`src/rtl/infer_result_scorer_if.sv`:
```
// -----------------------------------------------------------------------------
// infer_result_scorer_if
// Bundles the scorer's streaming signals.
//   label_in / label_push         : label from the label FIFO (one per frame)
//   neuron_voltages / output_valid: per-class voltage beat {idx[3:0], volt[V_W-1:0]}
//   result_data / result_valid /
//   result_ready                  : result word handshake toward the result FIFO
// Modports:
//   master : the side that produces beats/labels and consumes result words
//   slave  : the scorer
// -----------------------------------------------------------------------------
interface infer_result_scorer_if #(
  parameter int V_W = 10
);
  logic [3:0]     label_in;
  logic           label_push;
  logic [V_W+3:0] neuron_voltages;
  logic           output_valid;
  logic [7:0]     result_data;
  logic           result_valid;
  logic           result_ready;

  modport master (
    output label_in,
    output label_push,
    output neuron_voltages,
    output output_valid,
    output result_ready,
    input  result_data,
    input  result_valid
  );

  modport slave (
    input  label_in,
    input  label_push,
    input  neuron_voltages,
    input  output_valid,
    input  result_ready,
    output result_data,
    output result_valid
  );
endinterface

```
`src/rtl/infer_result_scorer.sv`:
```
// -----------------------------------------------------------------------------
// infer_result_scorer
// Consumes the per-class voltage burst from the SNN core, finds the argmax
// class, scores it against the queued label and presents one result word per
// frame over a valid/ready handshake. Keeps frame/correct counters and sticky
// error flags.
// Ports:
//   clk           : core clock
//   resetn        : asynchronous active-low reset
//   bus           : infer_result_scorer_if.slave (labels, voltage beats, result word)
//   clr_stats     : synchronous clear of counters and err_flags
//   correct_count : frames whose guess matched the label
//   frame_count   : frames completed (dropped result words included)
//   err_flags     : sticky {overrun, no_label, short_frame, seq_err}
// -----------------------------------------------------------------------------
module infer_result_scorer #(
  parameter int NUM_CLASSES = 10,
  parameter int V_W         = 10,
  parameter int LQ_DEPTH    = 4
) (
  input  logic                  clk,
  input  logic                  resetn,
  infer_result_scorer_if.slave  bus,
  input  logic                  clr_stats,
  output logic [31:0]           correct_count,
  output logic [31:0]           frame_count,
  output logic [3:0]            err_flags
);

  localparam int          LQ_AW    = (LQ_DEPTH > 1) ? $clog2(LQ_DEPTH) : 1;
  localparam logic [3:0]  LAST_IDX = 4'(NUM_CLASSES - 1);
  localparam logic [LQ_AW:0] LQ_FULL = (LQ_AW + 1)'(LQ_DEPTH);
  // Most negative representable voltage: running max starts here.
  localparam logic [V_W-1:0] V_MIN = {1'b1, {(V_W-1){1'b0}}};

  typedef enum logic [1:0] {
    ST_IDLE  = 2'd0,
    ST_ACCUM = 2'd1,
    ST_EMIT  = 2'd2
  } state_t;

  state_t             state_r;
  logic               acc_busy_r;   // a frame is in progress while a word waits in EMIT
  logic [3:0]         cnt_r;
  logic [V_W-1:0]     max_r;
  logic [3:0]         guess_r;
  logic [7:0]         result_data_r;
  logic               result_valid_r;

  logic [3:0]         lq_mem_r [LQ_DEPTH];
  logic [LQ_AW-1:0]   lq_wr_r;
  logic [LQ_AW-1:0]   lq_rd_r;
  logic [LQ_AW:0]     lq_cnt_r;

  logic [31:0]        correct_count_r;
  logic [31:0]        frame_count_r;
  logic [3:0]         err_r;

  logic [V_W-1:0]     voltage_s;
  logic [3:0]         idx_s;
  logic               acc_busy_s;
  logic [3:0]         cur_cnt_s;
  logic [V_W-1:0]     base_max_s;
  logic [3:0]         base_guess_s;
  logic [V_W-1:0]     new_max_s;
  logic [3:0]         new_guess_s;
  logic               seq_bad_s;
  logic               frame_done_s;
  logic               cont_s;
  logic               short_s;
  logic               lq_empty_s;
  logic               lq_full_s;
  logic               pop_s;
  logic               push_ok_s;
  logic               lost_s;
  logic [3:0]         head_label_s;
  logic               correct_s;
  logic               hs_s;
  logic               load_s;
  logic               overrun_s;
  logic               no_label_s;

  // Beat decode, running-argmax update and frame/queue event decode.
  always_comb begin
    voltage_s    = bus.neuron_voltages[V_W-1:0];
    idx_s        = bus.neuron_voltages[V_W+3:V_W];

    case (state_r)
      ST_ACCUM: acc_busy_s = 1'b1;
      ST_EMIT:  acc_busy_s = acc_busy_r;
      ST_IDLE:  acc_busy_s = 1'b0;
      default:  acc_busy_s = 1'b0;
    endcase

    // A beat with no frame in progress is beat 0 and starts from the reset max.
    if (acc_busy_s) begin
      cur_cnt_s    = cnt_r;
      base_max_s   = max_r;
      base_guess_s = guess_r;
    end else begin
      cur_cnt_s    = 4'd0;
      base_max_s   = V_MIN;
      base_guess_s = 4'd0;
    end

    // Strictly greater keeps the lowest index on ties.
    if ($signed(voltage_s) > $signed(base_max_s)) begin
      new_max_s   = voltage_s;
      new_guess_s = cur_cnt_s;
    end else begin
      new_max_s   = base_max_s;
      new_guess_s = base_guess_s;
    end

    seq_bad_s    = bus.output_valid && (idx_s != cur_cnt_s);
    frame_done_s = bus.output_valid && (cur_cnt_s == LAST_IDX);
    cont_s       = bus.output_valid && !frame_done_s;
    short_s      = acc_busy_s && !bus.output_valid;

    lq_empty_s   = (lq_cnt_r == '0);
    lq_full_s    = (lq_cnt_r == LQ_FULL);
    pop_s        = frame_done_s && !lq_empty_s;
    // A push into a full queue is still accepted when a pop frees a slot the same cycle.
    push_ok_s    = bus.label_push && (!lq_full_s || pop_s);
    lost_s       = bus.label_push && lq_full_s && !pop_s;
    head_label_s = lq_mem_r[lq_rd_r];
    correct_s    = pop_s && (head_label_s == new_guess_s);

    hs_s         = result_valid_r && bus.result_ready;
    // The new word replaces the old one only if the old one leaves this cycle.
    load_s       = frame_done_s && (!result_valid_r || hs_s);
    overrun_s    = frame_done_s && result_valid_r && !hs_s;
    no_label_s   = (frame_done_s && lq_empty_s) || lost_s;
  end

  // Scorer FSM with argmax accumulator and registered result word.
  always_ff @(posedge clk or negedge resetn) begin
    if (!resetn) begin
      state_r        <= ST_IDLE;
      acc_busy_r     <= 1'b0;
      cnt_r          <= 4'd0;
      max_r          <= V_MIN;
      guess_r        <= 4'd0;
      result_data_r  <= 8'd0;
      result_valid_r <= 1'b0;
    end else begin
      case (state_r)
        ST_IDLE, ST_ACCUM: begin
          if (load_s) begin
            state_r <= ST_EMIT;
          end else if (cont_s) begin
            state_r <= ST_ACCUM;
          end else begin
            state_r <= ST_IDLE;
          end
        end
        ST_EMIT: begin
          if (load_s || (result_valid_r && !hs_s)) begin
            state_r <= ST_EMIT;
          end else if (cont_s) begin
            state_r <= ST_ACCUM;
          end else begin
            state_r <= ST_IDLE;
          end
        end
        default: state_r <= ST_IDLE;
      endcase

      acc_busy_r <= cont_s;
      if (cont_s) begin
        cnt_r   <= cur_cnt_s + 4'd1;
        max_r   <= new_max_s;
        guess_r <= new_guess_s;
      end else begin
        cnt_r   <= 4'd0;
        max_r   <= V_MIN;
        guess_r <= 4'd0;
      end

      if (load_s) begin
        result_data_r  <= {correct_s, 3'b000, new_guess_s};
        result_valid_r <= 1'b1;
      end else if (hs_s) begin
        result_valid_r <= 1'b0;
      end else begin
        result_valid_r <= result_valid_r;
      end
    end
  end

  // Label queue: circular buffer, pointers wrap modulo LQ_DEPTH.
  always_ff @(posedge clk or negedge resetn) begin
    if (!resetn) begin
      for (int i = 0; i < LQ_DEPTH; i++) begin
        lq_mem_r[i] <= 4'd0;
      end
      lq_wr_r  <= '0;
      lq_rd_r  <= '0;
      lq_cnt_r <= '0;
    end else begin
      if (push_ok_s) begin
        lq_mem_r[lq_wr_r] <= bus.label_in;
        lq_wr_r           <= lq_wr_r + 1'b1;
      end
      if (pop_s) begin
        lq_rd_r <= lq_rd_r + 1'b1;
      end
      case ({push_ok_s, pop_s})
        2'b10:   lq_cnt_r <= lq_cnt_r + 1'b1;
        2'b01:   lq_cnt_r <= lq_cnt_r - 1'b1;
        default: lq_cnt_r <= lq_cnt_r;
      endcase
    end
  end

  // Accuracy counters and sticky error flags; clear beats a same-cycle update.
  always_ff @(posedge clk or negedge resetn) begin
    if (!resetn) begin
      correct_count_r <= 32'd0;
      frame_count_r   <= 32'd0;
      err_r           <= 4'd0;
    end else if (clr_stats) begin
      correct_count_r <= 32'd0;
      frame_count_r   <= 32'd0;
      err_r           <= 4'd0;
    end else begin
      if (frame_done_s) begin
        frame_count_r   <= frame_count_r + 32'd1;
        correct_count_r <= correct_count_r + {31'd0, correct_s};
      end
      err_r <= err_r | {overrun_s, no_label_s, short_s, seq_bad_s};
    end
  end

  assign bus.result_data  = result_data_r;
  assign bus.result_valid = result_valid_r;
  assign correct_count    = correct_count_r;
  assign frame_count      = frame_count_r;
  assign err_flags        = err_r;

endmodule

```
`src/flat_wrapper.sv`:
```
// flat-port wrapper written by rule: the top's interface ports become plain ports
module infer_result_scorer_flat 
#(
  parameter int NUM_CLASSES = 10,
  parameter int V_W         = 10,
  parameter int LQ_DEPTH    = 4
)
  (clk, resetn, clr_stats, correct_count, frame_count, err_flags, bus_label_in, bus_label_push, bus_neuron_voltages, bus_output_valid, bus_result_ready, bus_result_data, bus_result_valid);
  infer_result_scorer_if #(.V_W(V_W)) bus_i ();
  input  logic clk;
  input  logic resetn;
  input  logic clr_stats;
  output logic [31:0] correct_count;
  output logic [31:0] frame_count;
  output logic [3:0] err_flags;
  input wire logic [$bits(bus_i.label_in)-1:0] bus_label_in;
  input wire logic [$bits(bus_i.label_push)-1:0] bus_label_push;
  input wire logic [$bits(bus_i.neuron_voltages)-1:0] bus_neuron_voltages;
  input wire logic [$bits(bus_i.output_valid)-1:0] bus_output_valid;
  input wire logic [$bits(bus_i.result_ready)-1:0] bus_result_ready;
  output wire logic [$bits(bus_i.result_data)-1:0] bus_result_data;
  output wire logic [$bits(bus_i.result_valid)-1:0] bus_result_valid;
  assign bus_i.label_in = bus_label_in;
  assign bus_i.label_push = bus_label_push;
  assign bus_i.neuron_voltages = bus_neuron_voltages;
  assign bus_i.output_valid = bus_output_valid;
  assign bus_i.result_ready = bus_result_ready;
  assign bus_result_data = bus_i.result_data;
  assign bus_result_valid = bus_i.result_valid;
  infer_result_scorer #(.NUM_CLASSES(NUM_CLASSES), .V_W(V_W), .LQ_DEPTH(LQ_DEPTH)) u_core (.clk(clk), .resetn(resetn), .bus(bus_i), .clr_stats(clr_stats), .correct_count(correct_count), .frame_count(frame_count), .err_flags(err_flags));
endmodule
```
`config.mk`:
```
export PLATFORM = sky130hd
export DESIGN_NAME = infer_result_scorer_flat
export DESIGN_NICKNAME = d
export VERILOG_FILES = /design/src/rtl/infer_result_scorer_if.sv /design/src/rtl/infer_result_scorer.sv /design/src/flat_wrapper.sv
export SDC_FILE = /design/constraint.sdc
export NUM_CORES = 1
export LEC_CHECK = 0
export CAP_MARGIN = 30
export CORE_MARGIN = 5
export CORE_UTILIZATION = 41
export DETAILED_ROUTE_END_ITERATION = 10
export DONT_BUFFER_PORTS = 1
export SLEW_MARGIN = 20
export SYNTH_ARGS = -nofsm -noshare
export SYNTH_HDL_FRONTEND = slang
export SYNTH_SLANG_ARGS = --single-unit
```
`constraint.sdc`:
```
create_clock -name clk -period 11.9 [get_ports clk]
set_input_delay 0 -clock clk [delete_from_list [all_inputs] [get_ports clk]]
set_output_delay 0 -clock clk [all_outputs]
set_load 0.005 [all_outputs]
```
# After elaboration in Yosys (flattened, before gate mapping)
# Cells that the tools add are included.
[op_classes] add_sub_neg=7 mul=0 n_div=0 order_cmp=4 eq_ne=8 n_shift=0 muxes=27 n_bitwise=3 n_reduce_logical=33
[op_table] operator="$mux W32" n=4
[op_table] operator="$mux W4" n=9
[op_table] operator="$add A32 B1 Y32" n=1
[op_table] operator="$add A32 B1 Y32 const B" n=1
[op_table] operator="$mux W10" n=3
[op_table] operator="$bwmux W16" n=1
[op_table] operator="$logic_and A1 B1 Y1" n=16
[op_table] operator="$gt A10 B10 Y1" n=1
[op_table] operator="$bmux W4 S2" n=1
[op_table] operator="$demux W4 S2" n=1
[op_table] operator="$logic_not A1 Y1" n=7
[op_table] operator="$ge A3 B3 Y1 const B" n=2
[op_table] operator="$not A2 Y3" n=2
[op_table] operator="$pmux W3 S2" n=1
[op_table] operator="$reduce_bool A2 Y1" n=3
[op_table] operator="$add A2 B1 Y2 const B" n=2
[op_table] operator="$add A4 B1 Y4 const B" n=1
[op_table] operator="$eq A2 B1 Y1 const B" n=2
[op_table] operator="$eq A2 B2 Y1 const B" n=2
[op_table] operator="$eq A4 B4 Y1" n=1
[op_table] operator="$eq A4 B4 Y1 const B" n=1
[op_table] operator="$logic_or A1 B1 Y1" n=4
[op_table] operator="$mux W2" n=2
[op_table] operator="$ne A4 B4 Y1" n=1
[op_table] operator="other kinds (11)" n=13
[totals] register_bits=118 latch_bits=0 ramBits=0 mem_bits_ro=0 inputBits=24 elab_cells=99 n_memories=0

# Logic depth before layout (Yosys ltp)
# Gate-level depths: netlist (run 1).
[depth] ltp_word=11 depth_mapped=22 mapped_depth_nobuf=20

# Worst setup path after synthesis (run 1)
# Ideal clock, no wire load.
[synth_timing] path_kind="register -> register" from="register u_core.state_r[0]" to="register u_core.correct_count_r[24], in the netlist u_core.correct_count[24]" arrival_ns=4.806 setup_slack_ns=6.962 path_stages_with_launch=23 path_buffers=2 cell_sequence="dfrtp_1 inv_1 ha_1 a21o_1 and2_1 clkbuf_1 clkbuf_1 nand2_1 ha_1 a21o_1 a2111o_1 a221o_1 nand2_1 mux2i_1 o211ai_1 nor2_1 ha_1 nand2_1 or4_1 nor3_2 nand3_1 xor2_1 nor2_1"
[synth_between] elab_chain_len=10
[synth_lines] element="start: declaration" line="infer_result_scorer.sv:42" text="state_t state_r;"
[synth_lines] element="start signal: assignment" line="infer_result_scorer.sv:139" text="state_r <= ST_IDLE;"
[synth_lines] element="start signal: assignment" line="infer_result_scorer.sv:150" text="state_r <= ST_EMIT;"
[synth_lines] element="start signal: assignment" line="infer_result_scorer.sv:152" text="state_r <= ST_ACCUM;"
[synth_lines] element="$eq A2 B2 Y1 or $eq A2 B1 Y1 (tied branches)" line="infer_result_scorer.sv:88" text="case (state_r)"
[synth_lines] element="$pmux W1 S2 (*)" line="infer_result_scorer.sv:88"
[synth_lines] element="$mux W10 or $mux W4 (tied branches)" line="infer_result_scorer.sv:96" text="if (acc_busy_s) begin"
[synth_lines] element="$gt A10 B10 Y1 or $eq A4 B4 Y1 (tied branches)" line="infer_result_scorer.sv:107, infer_result_scorer.sv:116"
[synth_lines] element="$mux W4 or $logic_and A1 B1 Y1 (tied branches)" line="infer_result_scorer.sv:107, infer_result_scorer.sv:116"
[synth_lines] element="$eq A4 B4 Y1 or $logic_and A1 B1 Y1 (tied branches)" line="infer_result_scorer.sv:127, infer_result_scorer.sv:122"
[synth_lines] element="$logic_and A1 B1 Y1 (*)" line="infer_result_scorer.sv:127" text="correct_s = pop_s && (head_label_s == new_guess_s);"
[synth_lines] element="named net u_core.correct_s" line="infer_result_scorer.sv:77" text="logic correct_s;"
[synth_lines] element="$add A32 B1 Y32 (*)" line="infer_result_scorer.sv:229" text="correct_count_r <= correct_count_r + {31'd0, correct_s};"
[synth_lines] element="$mux W32 (*)" line="infer_result_scorer.sv:227" text="if (frame_done_s) begin"
[synth_lines] element="$mux W32 (*)" line="infer_result_scorer.sv:222" text="end else if (clr_stats) begin"
[synth_lines] element="end signal: assignment" line="infer_result_scorer.sv:229"
[synth_lines] element="end: declaration" line="infer_result_scorer.sv:55" text="logic [31:0] correct_count_r;"
# Mark *: on every way through the listed nets, which the timed path passes. The rest lies on a longest branch. The select of a mux whose other input is x is not followed.
# A chain may end at the register's enable or synchronous reset.

# Worst setup path after layout (run 1)
[layout_timing] from="register u_core.state_r[0]" to="register u_core.correct_count_r[31], in the netlist u_core.correct_count[31]"
# Same word-level chain as after synthesis.

==> summary.md, run 1 <==
| Metric | Value |
|---|---|
| Status | completed |
| Largest net degree at the start of global routing | 119 |
| Final setup fails | 0 |
| Root buf cell | clkbuf_16 |
| Commonest non-fill, non-tap cell in the layout | dfrtp_1 |
| H-tree levels | 4 |
| FILL cells | 1,314 |
| Required @ worst endpoint | about 12 ns |
| Die ar. | about 17,000 um2 |
| CP max-delay cell | and2_1 |
| Most frequent cells in the layout | dfrtp_1, nor2_1, nand2_1 |
| Die Width | 131.6 um |
| IO Count | 101 |
| Hold_ws | approximately 0.082 ns |
| Core footprint | around 15,000 um2 |
| Placed instance count | 775 |
| Crit end category | register |
| Synthesized area | about 6100 um2 |
| CP Launch Point | u_core.state_r[0]$_DFF_PN0_ |
| Max rail drop VDD | around 0.084 mV |
| Top cell type by total area after synthesis | dfrtp_1 |
| Port buffer count | 0 |
| Routed WL | 14,100 um |
| Fin Setup TNS | 0 ns |
| Relative slew slack | a little over half |
| Library cells used by synthesis | 54 |
| Initial antenna violation count | 0 |
| Min Tclk post-route | roughly 5.8 ns |
| Post-Route Skew | 0.01081 ns |
| Inserted Clock Buffers | 17 |
| Max Cap Violations | 0 |
| Hold crit path type | in2reg |
| Area delta synth->final | 17.62% |
| WL/cell | roughly 17 um |
| Reg-to-Reg Start | u_core.state_r[0]$_DFF_PN0_ |
| P per Cell Area | 164.9 nW/um2 |
| Vias | 4,471 |
| First-pass GRT wire length | 23,600 um |
| Iteration-0 DRC Markers | 276 |
| GRT overflow | 0 |
| Share of cells above drive strength 1 | about a tenth |
| Post-synthesis sequential area ratio | 48.76% |
| Initial Util | 41.68% |
| Async SR Flop Fraction | 100.0% |
| Post-CTS Setup Inserts | 0 |
| Leak | about 3.1 nW |
| Row count | 44 |
| Worst Max-Slew Pin Slew | 0.6831 ns |
| GRT Total Usage | between 10% and 20% |
| Crit Path Class | reg2reg |
| Syn Inst Count | around 610 |
| Fin area | 7126 um2 |
| First-pass DRT Iterations | 4 |
| F_max | 0.1735 GHz |
| Final setup margin | just over 6 ns |
| Fin nets | 685 |
| Critical Path AT | roughly 6.1 ns |
| Post-CTS Resized | 0 |
| Worst-path cell chain | inv_1 > ha_1 > a21o_1 > and2_1 > nand2_1 > ha_1 > a21o_1 > a2111o_1 > a221o_1 > nand2_1 > mux2i_1 > o211ai_1 > nor2_1 > ha_1 > nand2_1 > or4_1 > nor3_2 > nand3_1 > xor2_1 > nor2_1 |
| CP max stage delay | 0.59 ns |
| DR vias/cell | around 5.4 |
| Power, Total | 1.175 mW |
| Most common flop cell mapped by yosys | dfrtp_1 |
| Post-synth EDFFs | 0 |
| Dpl ws | ~6.2 ns |
| CTS Sinks | roughly 120 |
| Top cell type's share of synthesized area | 48.33% |
| Max-slew violation count | 0 |
| CTS tree | yes |
| Gp weighted congestion | roughly 0.85 |
| Non-Filler Instances | 833 |
| Die Height | 131.6 um |
| Final Hold Violating Endpoints | 0 |
| Util after Layout | 49.03% |
| Vias in the first global route | 4,550 |
| Clock buffer depth | 2 |
| Unrepaired setup endpoints after global routing | no |
| DRC viols | 0 |
| Yosys reg bits | 118 |
| Hold path startpoint | bus_output_valid |
| CTS clock-pin slew for the worst setup and hold paths | 0.06 ns |
| Clk Latency, worst-skew pair | between 0.4 and 0.5 ns |
| Crit Path Max Fanout | 19 |
| Synth area leaders | dfrtp_1, xor2_1, nor2_1, ha_1, nand2_1 |
| CP Launch Type | register |
| Final worst-path cycle share | 48.42% |
| Dpl hpwl | 9452 um |
| Diode count | 0 |
| Syn avg cell area | 9.899 um2 |
| Placed inst area | 6192 um2 |
| ANT nets after route | 0 |
| Yosys warns | 0 |
## sequential cells by signal, summed over array words and instances, names as in the netlist, 2 cells and up
| name | cells |
|---|---|
| u_core.correct_count | 32 |
| u_core.lq_cnt_r | 3 |
| u_core.lq_mem_r | 16 |
| u_core.max_r | 10 |
| u_core.lq_rd_r | 2 |
| u_core.cnt_r | 4 |
| u_core.err_flags | 4 |
| u_core.lq_wr_r | 2 |
| u_core.bus.result_data | 5 |
| u_core.state_r | 2 |
| u_core.frame_count | 32 |
| u_core.guess_r | 4 |
## kinds of logic after synthesis
kind of cell | Yosys count | synth area share (%)
AO/OA/AOI/OAI | 61 | 6.258
adder cells (fa/ha/maj) | 25 | 5.287
XOR/XNOR | 67 | 9.686
other | 1 | 0.06190
multiplexers | 25 | 5.101
flip-flops | 118 | 48.76
AND/OR/NAND/NOR | 271 | 21.83
buffers and inverters | 44 | 3.015
## layer usage
metal / track usage, % / routed length, um / part of all wire, % / vias up
met2: 26.38 / 6938 / 49 / 112
met5: 0 / 0 / 0 / -
met1: 21.23 / 6109 / 43 / 2206
met4: 8.286 / 329 / 2.3 / 0
met3: 4.931 / 726 / 5.1 / 23
li1: - / - / - / 2130
## cells in the mapped netlist, drive strengths merged (4+ instances only)
master / instances
a21oi: 24
and2: 4
and3: 12
and4: 6
buf: 6
clkbuf: 17
dfrtp: 117
ha: 24
inv: 21
mux2: 17
mux2i: 5
nand2: 69
nand3: 34
nand4: 14
nor2: 89
nor3: 16
o21ai: 15
or2: 4
or3: 10
xnor2: 26
xor2: 41
## final cells by class
cell class | count | area [um2] | area share (%)
well taps | 184 | 230.2 | 3.231
clock inverters | 9 | 145.1 | 2.037
multi-input cells | 452 | 2929 | 41.11
inverters | 21 | 78.83 | 1.106
repair buffers | 26 | 290.3 | 4.074
clock buffers | 23 | 498.0 | 6.989
flip-flops and latches | 118 | 2954 | 41.46
## worst max-delay path: cells and delay by family (launching register included)
family          cells  cell delay [ns]
buf+inv             1             0.11
flops               1             0.40
compound gates      5             1.38
xor+xnor            1             0.16
simple gates        9             2.52
fa+ha+maj           3             0.69
mux                 1             0.37
## report_power, final
part           internal (mW)  switching [mW]  total, mW
registers              0.443          0.0253      0.468
clock network          0.376           0.180      0.556
logic                 0.0726          0.0776      0.150
total                  0.892           0.283       1.17
## timing repair
| item | in CTS | in global routing |
|---|---|---|
| endpoints found under the setup margin | 0 | 0 |
| hold buffers | 25 | 0 |
| hold endpoints to repair | 217 | 0 |
## path summary, 6_finish.rpt
kind | to | slack [ns] | depth (start not counted)
worst max register to register | u_core.correct_count[31]$_DFFE_PN0P_ | 6.14 | 20
min in group asynchronous | u_core.lq_wr_r[0]$_DFFE_PN0P_ | 0.24 | 2
worst max-delay path | u_core.correct_count[31]$_DFFE_PN0P_ | 6.14 | 20
worst min register to register | u_core.lq_mem_r[10]$_DFFE_PN0P_ | 0.50 | 1
max in group asynchronous | u_core.correct_count[4]$_DFFE_PN0P_ | 11.24 | 2
worst min-delay path | u_core.frame_count[1]$_DFFE_PN0P_ | 0.08 | 3
No activity file was read; power rests on OpenSTA's default activity.
==> run 2: changes to the inputs <==
--- a/config.mk
+++ b/config.mk
@@ -5,6 +5,7 @@
 export SDC_FILE = /design/constraint.sdc
 export NUM_CORES = 1
 export LEC_CHECK = 0
+export ABC_AREA = 1
 export CAP_MARGIN = 30
 export CORE_MARGIN = 5
 export CORE_UTILIZATION = 41
==> constraint.sdc (replaced) <==
create_clock -name clk -period 5.6 [get_ports clk]
set_input_delay 0 -clock clk [delete_from_list [all_inputs] [get_ports clk]]
set_output_delay 0 -clock clk [all_outputs]
set_load 0.005 [all_outputs]
==> run 2 against run 1 <==
Routed wire length up 12%. Sequential share of layout area shrank 2.3 points. First-iteration DRC count increased by 37%. Utilization fell by 1.1 points. Critical path type unchanged. Synthesized cell count increased by 34%. Total power up 100%. Global-route usage up 1.2 points. Largest power group unchanged. Worst setup slack got worse by 5.3 ns.
==> summary.md, run 2 <==
| Metric | Value |
|---|---|
| Fin Setup TNS | 0 ns (unchanged) |
| Share of cells above drive strength 1 | 7.674% (was 10.63%) |
| Library cells used by synthesis | 44 (was 54) |
| Crit Path Max Fanout | 15 (was 19) |
| Final setup margin | 0.8553 ns (was 6.138 ns) |
| Commonest non-fill, non-tap cell in the layout | nand2_1 (was dfrtp_1) |
| Syn avg cell area | 7.927 um2 (was 9.899 um2) |
| Post-synthesis sequential area ratio | 45.50% (was 48.76%) |
| DR vias/cell | 5.007 (was 5.367) |
| WL/cell | 14.66 um (was 16.93 um) |
| Die Width | 135.8 um (was 131.6 um) |
| CTS tree | yes (unchanged) |
| Vias in the first global route | 5,245 (was 4,550) |
| Yosys reg bits | 118 (unchanged) |
| ANT nets after route | 0 (unchanged) |
| Worst Max-Slew Pin Slew | 0.7817 ns (was 0.6831 ns) |
| Worst R2R Path Depth | 27 (was 20) |
| Dpl ws | 0.8859 ns (was 6.217 ns) |
| Power, Total | 2.399 mW (was 1.175 mW) |
| CTS Sinks | 118 (unchanged) |
| Reg-to-Reg Start | u_core.state_r[0]$_DFF_PN0_ (unchanged) |
| Sequential Power Share | 41.5% (was 39.9%) |
| Worst Setup EP | u_core.correct_count[30]$_DFFE_PN0P_ (was u_core.correct_count[31]$_DFFE_PN0P_) |
| Synthesized area | 6492 um2 (was 6058 um2) |
| Inserted Clock Buffers | 17 (unchanged) |
| Net switching power | 0.6357 mW (was 0.2829 mW) |
| CP Launch Type | register (unchanged) |
| Die ar. | 18,450 um2 (was 17,310 um2) |
| Most common flop cell mapped by yosys | dfrtp_1 (unchanged) |
| M3 GR Usage | 5.625% (was 4.931%) |
| Util after Layout | 47.95% (was 49.03%) |
| CP bufs+invs | 3 (was 1) |
| CP max-delay cell | dfrtp_1 (was and2_1) |
| IO Count | 101 (unchanged) |
| Root buf cell | clkbuf_16 (unchanged) |
| GRT Total Usage | 17.98% (was 16.80%) |
| Critical Path AT | 5.08 ns (was 6.06 ns) |
| Clock buffer depth | 2 (unchanged) |
| Most frequent cells in the layout | nand2_1, dfrtp_1, inv_1 (was dfrtp_1, nor2_1, nand2_1) |
| First-pass DRT Iterations | 4 (unchanged) |
| Unrepaired setup endpoints after global routing | no (unchanged) |
| Routed WL | 15,770 um (was 14,100 um) |
| Async SR Flop Fraction | 100.0% (unchanged) |
| FF-to-FF End | u_core.correct_count[30]$_DFFE_PN0P_ (was u_core.correct_count[31]$_DFFE_PN0P_) |
| Gp weighted congestion | 0.8511 (was 0.8464) |
| Port buffer count | 0 (unchanged) |
| CP most frequent cell | nand2_1 |
| Top cell type's share of synthesized area | 45.10% (was 48.33%) |
| CP top delay family | simple AND/OR/NAND/NOR gates (unchanged) |
| CTS clock-pin slew for the worst setup and hold paths | 0.06 ns (about the same) |
| Hold crit path type | in2reg (unchanged) |
| Leak | 3.383 nW (was 3.117 nW) |
| Final setup fails | 0 (unchanged) |
| Core footprint | 15,710 um2 (was 14,530 um2) |
| DRC viols | 0 (unchanged) |
| Initial antenna violation count | 0 (unchanged) |
| P per Cell Area | 318.4 nW/um2 (was 164.9 nW/um2) |
| Post-CTS Setup Inserts | 0 (unchanged) |
| GRT overflow | 0 (unchanged) |
| Most Crowded Layer GR | met2 (unchanged) |
| Final worst-path cycle share | 84.73% (was 48.42%) |
| Largest net degree at the start of global routing | 119 (unchanged) |
| R2r setup slk | 0.86 ns (was 6.14 ns) |
| Top-count cell post-synth | nand2_1 (was dfrtp_1) |
| First-pass GRT wire length | 26,590 um (was 23,600 um) |
| Hold path startpoint | clr_stats (was bus_output_valid) |
| Synth area leaders | dfrtp_1, nand2_1, inv_1, o21ai_0, ha_1 (was dfrtp_1, xor2_1, nor2_1, ha_1, nand2_1) |
| Crit. path cell count | 27 (was 20) |
| Vias | 5,388 (was 4,471) |
| Relative slew slack | 47.70% (was 54.29%) |
| Routing usage on met1 | 24.85% (was 21.23%) |
| Status | completed (unchanged) |
| Post-Route Skew | 0.008396 ns (was 0.01081 ns) |
| Clock share of power | 46.0% (was 47.3%) |
| Combinational Power Share | 12.5% (was 12.8%) |
| H-tree levels | 4 (unchanged) |
| Non-Filler Instances | 1,076 (was 833) |
| Min Tclk post-route | 4.745 ns (was 5.762 ns) |
| Max rail drop VDD | 0.1903 mV (was 0.08442 mV) |
| Syn Inst Count | 819 (was 612) |
| Switching Fraction | 26.50% (was 24.08%) |
| M2 GR Usage | 26.77% (was 26.38%) |
| Yosys warns | 0 (unchanged) |
| Required @ worst endpoint | 5.94 ns (was 12.20 ns) |
| Top cell type by total area after synthesis | dfrtp_1 (unchanged) |
| Max-slew violation count | 0 (unchanged) |
| Crit Path Class | reg2reg (unchanged) |
| Area delta synth->final | 16.05% (was 17.62%) |
| Initial Util | 41.32% (was 41.68%) |
| Iteration-0 DRC Markers | 377 (was 276) |
| Row count | 46 (was 44) |
| FILL cells | 1,525 (was 1,314) |
| Max Cap Violations | 0 (unchanged) |
| Commonest cells post-synth | nand2_1, dfrtp_1, inv_1, o21ai_0, nor2_1 (was dfrtp_1, nor2_1, nand2_1, xor2_1, nand3_1) |
| Post-synth EDFFs | 0 (unchanged) |
| Internal power | 1.763 mW (was 0.8919 mW) |
| Placed instance count | 1,022 (was 775) |
| Final Hold Violating Endpoints | 0 (unchanged) |
| Dpl hpwl | 11,090 um (was 9452 um) |
| CP Launch Point | u_core.state_r[0]$_DFF_PN0_ (unchanged) |
| Crit end category | register (unchanged) |
| F_max | 0.2108 GHz (was 0.1735 GHz) |
| CP max stage delay | 0.39 ns (was 0.59 ns) |
| Die Height | 135.8 um (was 131.6 um) |
| Clk Latency, worst-skew pair | 0.41 ns (was 0.42 ns) |
| Fin nets | 896 (was 685) |
| Diode count | 0 (unchanged) |
[run 2: cell count changes after synthesis, sizes merged, moves of 22 or more]
cell / change
nor3: +26
o21ai: +58
nand2: +110
xor2: -33
a21oi: +33
inv: +96
xnor2: -22
[run 2: worst min path at each step]
stage                                   endpoint  slack [ns]  depth (start not counted)
2_1_floorplan        u_core.acc_busy_r$_DFF_PN0_       -0.30                          0
3_3_place_gp      u_core.lq_mem_r[7]$_DFFE_PN0P_       -0.29                          0
3_5_place_dp      u_core.lq_mem_r[7]$_DFFE_PN0P_       -0.29                          0
4_1_cts        u_core.frame_count[0]$_DFFE_PN0P_        0.05                          3
5_1_grt            u_core.err_flags[0]$_DFF_PN0_        0.09                          2
6_report           u_core.err_flags[0]$_DFF_PN0_        0.08                          2
[run 2: timing repair]
action	4_1_cts	5_1_grt
hold buffers	22	0
endpoints found under the hold margin	174	0
resized for setup	0	0
[run 2: metal layers]
metal / vias to the layer above / part of all wire (%)
li1: 2757 / -
met1: 2468 / 48
met2: 145 / 44
met3: 18 / 6.7
met4: 0 / 2.1
met5: - / 0
[run 2: kinds of logic after synthesis]
logic type,after synthesis,share of synthesized area [%]
AND/OR/NAND/NOR,371,26.58
buffers and inverters,137,8.325
adder cells (fa/ha/maj),25,4.934
XOR/XNOR,12,1.619
other,1,0.05776
AO/OA/AOI/OAI,155,12.99
flip-flops,118,45.50
[run 2: cell type report]
cell class	instances	area [um2]	area share, %
Multi-Input combinational cell	566	3005	39.89
Sequential cell	118	2954	39.21
Clock buffer	19	442.9	5.878
Inverter	118	442.9	5.878
Tap cell	216	270.3	3.587
Timing Repair Buffer	26	262.8	3.487
Clock inverter	13	156.4	2.076
[run 2: worst reg2reg max path: stages, from the launching register on]
cell and delay, ns:
dfrtp_1 0.39, inv_1 0.08, ha_1 0.19, nand2_1 0.07
nand2_2 0.07, nand2_4 0.08, inv_1 0.37, nand2_1 0.15
ha_1 0.30, nand2_1 0.06, nor2_1 0.18, nand4_1 0.26
nand3_1 0.28, nand2_1 0.11, nand3b_1 0.12, nand3_1 0.08
nor3_1 0.33, ha_1 0.25, nand2_1 0.07, nor2_1 0.27
nand2_1 0.16, inv_2 0.08, nand3_1 0.08, nor2_2 0.19
nand3_2 0.13, o21ai_1 0.16, nand2_1 0.07, nor2_1 0.10
[run 2: power groups by stage]
stage	registers, mW	logic [mW]	clock network [mW]
finish	0.995	0.301	1.10
global route	1.00	0.361	1.17
CTS	0.994	0.306	1.13
detailed placement	1.01	0.268	0
global placement	1.01	0.260	0
floorplan	0.992	0.222	0
[run 2: through the flow]
step	instance area, um2	hold slack (ns)
after floorplan	6500	-0.2956
after global placement	6703	-0.2900
after detailed placement	6703	-0.2908
after CTS	7540	0.05025
after global routing	7535	0.08734
final	7535	0.07677
==> run 3: changes to the inputs <==
==> constraint.sdc (replaced) <==
create_clock -name clk -period 4.35 [get_ports clk]
set_input_delay 0 -clock clk [delete_from_list [all_inputs] [get_ports clk]]
set_output_delay 0 -clock clk [all_outputs]
set_load 0.005 [all_outputs]
==> run 3 against run 2 <==
Critical path depth up 2. Sequential power up 29%. Sequential share of layout area down 1.5 points. Critical path type unchanged. Largest cell class unchanged. Highest routed layer unchanged.
==> summary.md, run 3 (same netlist as run 2, synthesis figures left out) <==
| Metric | Value |
|---|---|
| Worst Max-Slew Pin Slew | 0.6091 ns (was 0.7817 ns) |
| Reg-to-Reg Start | u_core.state_r[0]$_DFF_PN0_ (unchanged) |
| Commonest non-fill, non-tap cell in the layout | nand2_1 (unchanged) |
| Clk Latency, worst-skew pair | 0.42 ns (was 0.41 ns) |
| Crit Path Max Fanout | 5 (was 15) |
| F_max | 0.2465 GHz (was 0.2108 GHz) |
| CTS Sinks | 118 (unchanged) |
| Min Tclk post-route | 4.056 ns (was 4.745 ns) |
| Initial Util | 41.32% (unchanged) |
| Worst Setup EP | u_core.correct_count[30]$_DFFE_PN0P_ (unchanged) |
| Routed WL | 16,510 um (was 15,770 um) |
| Worst R2R Path Depth | 29 (was 27) |
| Die ar. | 18,450 um2 (unchanged) |
| IO Count | 101 (unchanged) |
| CP max stage delay | 0.41 ns (was 0.39 ns) |
| Die Height | 135.8 um (unchanged) |
| R2r setup slk | 0.29 ns (was 0.86 ns) |
| Dpl hpwl | 11,010 um (was 11,090 um) |
| Iteration-0 DRC Markers | 368 (was 377) |
| Initial antenna violation count | 0 (unchanged) |
| Largest net degree at the start of global routing | 119 (unchanged) |
| CP Launch Point | u_core.state_r[0]$_DFF_PN0_ (unchanged) |
| P per Cell Area | 393.2 nW/um2 (was 318.4 nW/um2) |
| CP max-delay cell | dfrtp_1 (unchanged) |
| Hold_ws | 0.07098 ns (was 0.07677 ns) |
| Dpl ws | -0.1440 ns (was 0.8859 ns) |
| Fin area | 7828 um2 (was 7535 um2) |
| Final Hold Violating Endpoints | 0 (unchanged) |
| Max Cap Violations | 0 (unchanged) |
| Post-Route Skew | 0.008002 ns (was 0.008396 ns) |
| GRT overflow | 0 (unchanged) |
| Status | completed (unchanged) |
| CTS tree | yes (unchanged) |
| Non-Filler Instances | 1,095 (was 1,076) |
| GRT Total Usage | 17.91% (was 17.98%) |
| Power, Total | 3.078 mW (was 2.399 mW) |
| Share of cells above drive strength 1 | 13.54% (was 7.674%) |
| Final setup fails | 0 (unchanged) |
| Required @ worst endpoint | 4.70 ns (was 5.94 ns) |
| DR vias/cell | 5.100 (was 5.007) |
| CP Launch Type | register (unchanged) |
| Inserted Clock Buffers | 17 (unchanged) |
| Leak | 3.452 nW (was 3.383 nW) |
| Final worst-path cycle share | 93.24% (was 84.73%) |
| Most frequent cells in the layout | nand2_1, dfrtp_1, inv_1 (unchanged) |
| Placed inst area | 6733 um2 (was 6703 um2) |
| Final setup margin | 0.2939 ns (was 0.8553 ns) |
| Area delta synth->final | 20.56% (was 16.05%) |
| Placed instance count | 1,026 (was 1,022) |
| Vias | 5,585 (was 5,388) |
| Root buf cell | clkbuf_16 (unchanged) |
| CP most frequent cell | nand2_2 (was nand2_1) |
| FF-to-FF End | u_core.correct_count[30]$_DFFE_PN0P_ (unchanged) |
| Vias in the first global route | 5,103 (was 5,245) |
| Clock buffer depth | 2 (unchanged) |
| Hold crit path type | in2reg (unchanged) |
| Max-slew violation count | 0 (unchanged) |
| Critical Path AT | 4.40 ns (was 5.08 ns) |
| Crit Path Class | reg2reg (unchanged) |
| First-pass DRT Iterations | 5 (was 4) |
| Gp weighted congestion | 0.8279 (was 0.8511) |
| Hold depth | 3 (was 2) |
| Row count | 46 (unchanged) |
| DRC viols | 0 (unchanged) |
| Diode count | 0 (unchanged) |
| Util after Layout | 49.82% (was 47.95%) |
| H-tree levels | 4 (unchanged) |
| WL/cell | 15.08 um (was 14.66 um) |
| CTS clock-pin slew for the worst setup and hold paths | 0.06 ns (about the same) |
| Crit end category | register (unchanged) |
| Fin Setup TNS | 0 ns (unchanged) |
| Max rail drop VDD | 0.2443 mV (was 0.1903 mV) |
| ANT nets after route | 0 (unchanged) |
| Relative slew slack | 59.39% (was 47.70%) |
| Core footprint | 15,710 um2 (unchanged) |
| FILL cells | 1,508 (was 1,525) |
| Fin nets | 915 (was 896) |
| Die Width | 135.8 um (unchanged) |
| First-pass GRT wire length | 26,160 um (was 26,590 um) |
| Port buffer count | 0 (unchanged) |
-- run 3: changes by cell type in the layout (fill, tap and decap cells not counted), moves of 6 or more --
cell,delta
nand2_2,+12
clkinvlp_4,+6
nand2_1,-13
buf_4,+16
nand3_1,-6
ha_1,-6
-- run 3: critical path: cells and delay by family (launching register included) --
kind	cells	cell delay, ns
DFF	1	0.41
buffers and inverters	3	0.33
adders and majority gates	3	0.72
AOI/OAI and AO/OA	1	0.13
and+or+nand+nor	22	2.40
-- run 3: area by class of cell --
type	instances	area, um2	area share (%)
Tap cell	216	270.3	3.453
Clock inverter	13	123.9	1.582
Inverter	118	446.7	5.707
Multi-Input combinational cell	566	3154	40.30
Sequential cell	118	2954	37.74
Timing Repair Buffer	44	417.9	5.339
Timing Repair inverter	1	7.507	0.09591
Clock buffer	19	452.9	5.786
-- run 3: how the worst min path moves through the flow --
stage,slack (ns),endpoint,from
after floorplan,-0.30,u_core.acc_busy_r$_DFF_PN0_,resetn
after global placement,-0.29,u_core.lq_mem_r[15]$_DFFE_PN0P_,resetn
after detailed placement,-0.29,u_core.lq_mem_r[11]$_DFFE_PN0P_,resetn
after CTS,0.05,u_core.frame_count[1]$_DFFE_PN0P_,clr_stats
after global routing,0.11,u_core.frame_count[1]$_DFFE_PN0P_,clr_stats
final,0.07,u_core.frame_count[1]$_DFFE_PN0P_,clr_stats
-- run 3: power breakdown --
part / internal (mW) / leakage (nW) / switching, mW
Clock: 0.819 / 0.264 / 0.550
Combinational: 0.166 / 1.60 / 0.264
Sequential: 1.21 / 1.58 / 0.0670
Total: 2.20 / 3.45 / 0.881
-- run 3: timing repair --
item	4_1_cts	5_1_grt
pin swaps	0	19
endpoints found under the setup margin	5	15
hold buffers	24	0
buffers inserted	0	12
cloned	0	1
resized for setup	2	38
endpoints found under the hold margin	175	0
-- run 3: per-layer routing --
| layer | track usage, % | vias to the layer above | wire length [um] |
|---|---|---|---|
| met2 | 26.38 | 139 | 7366 |
| li1 | - | 2802 | - |
| met5 | 0 | - | 0 |
| met1 | 24.53 | 2614 | 7771 |
| met4 | 8.007 | 0 | 466 |
| met3 | 5.144 | 30 | 908 |
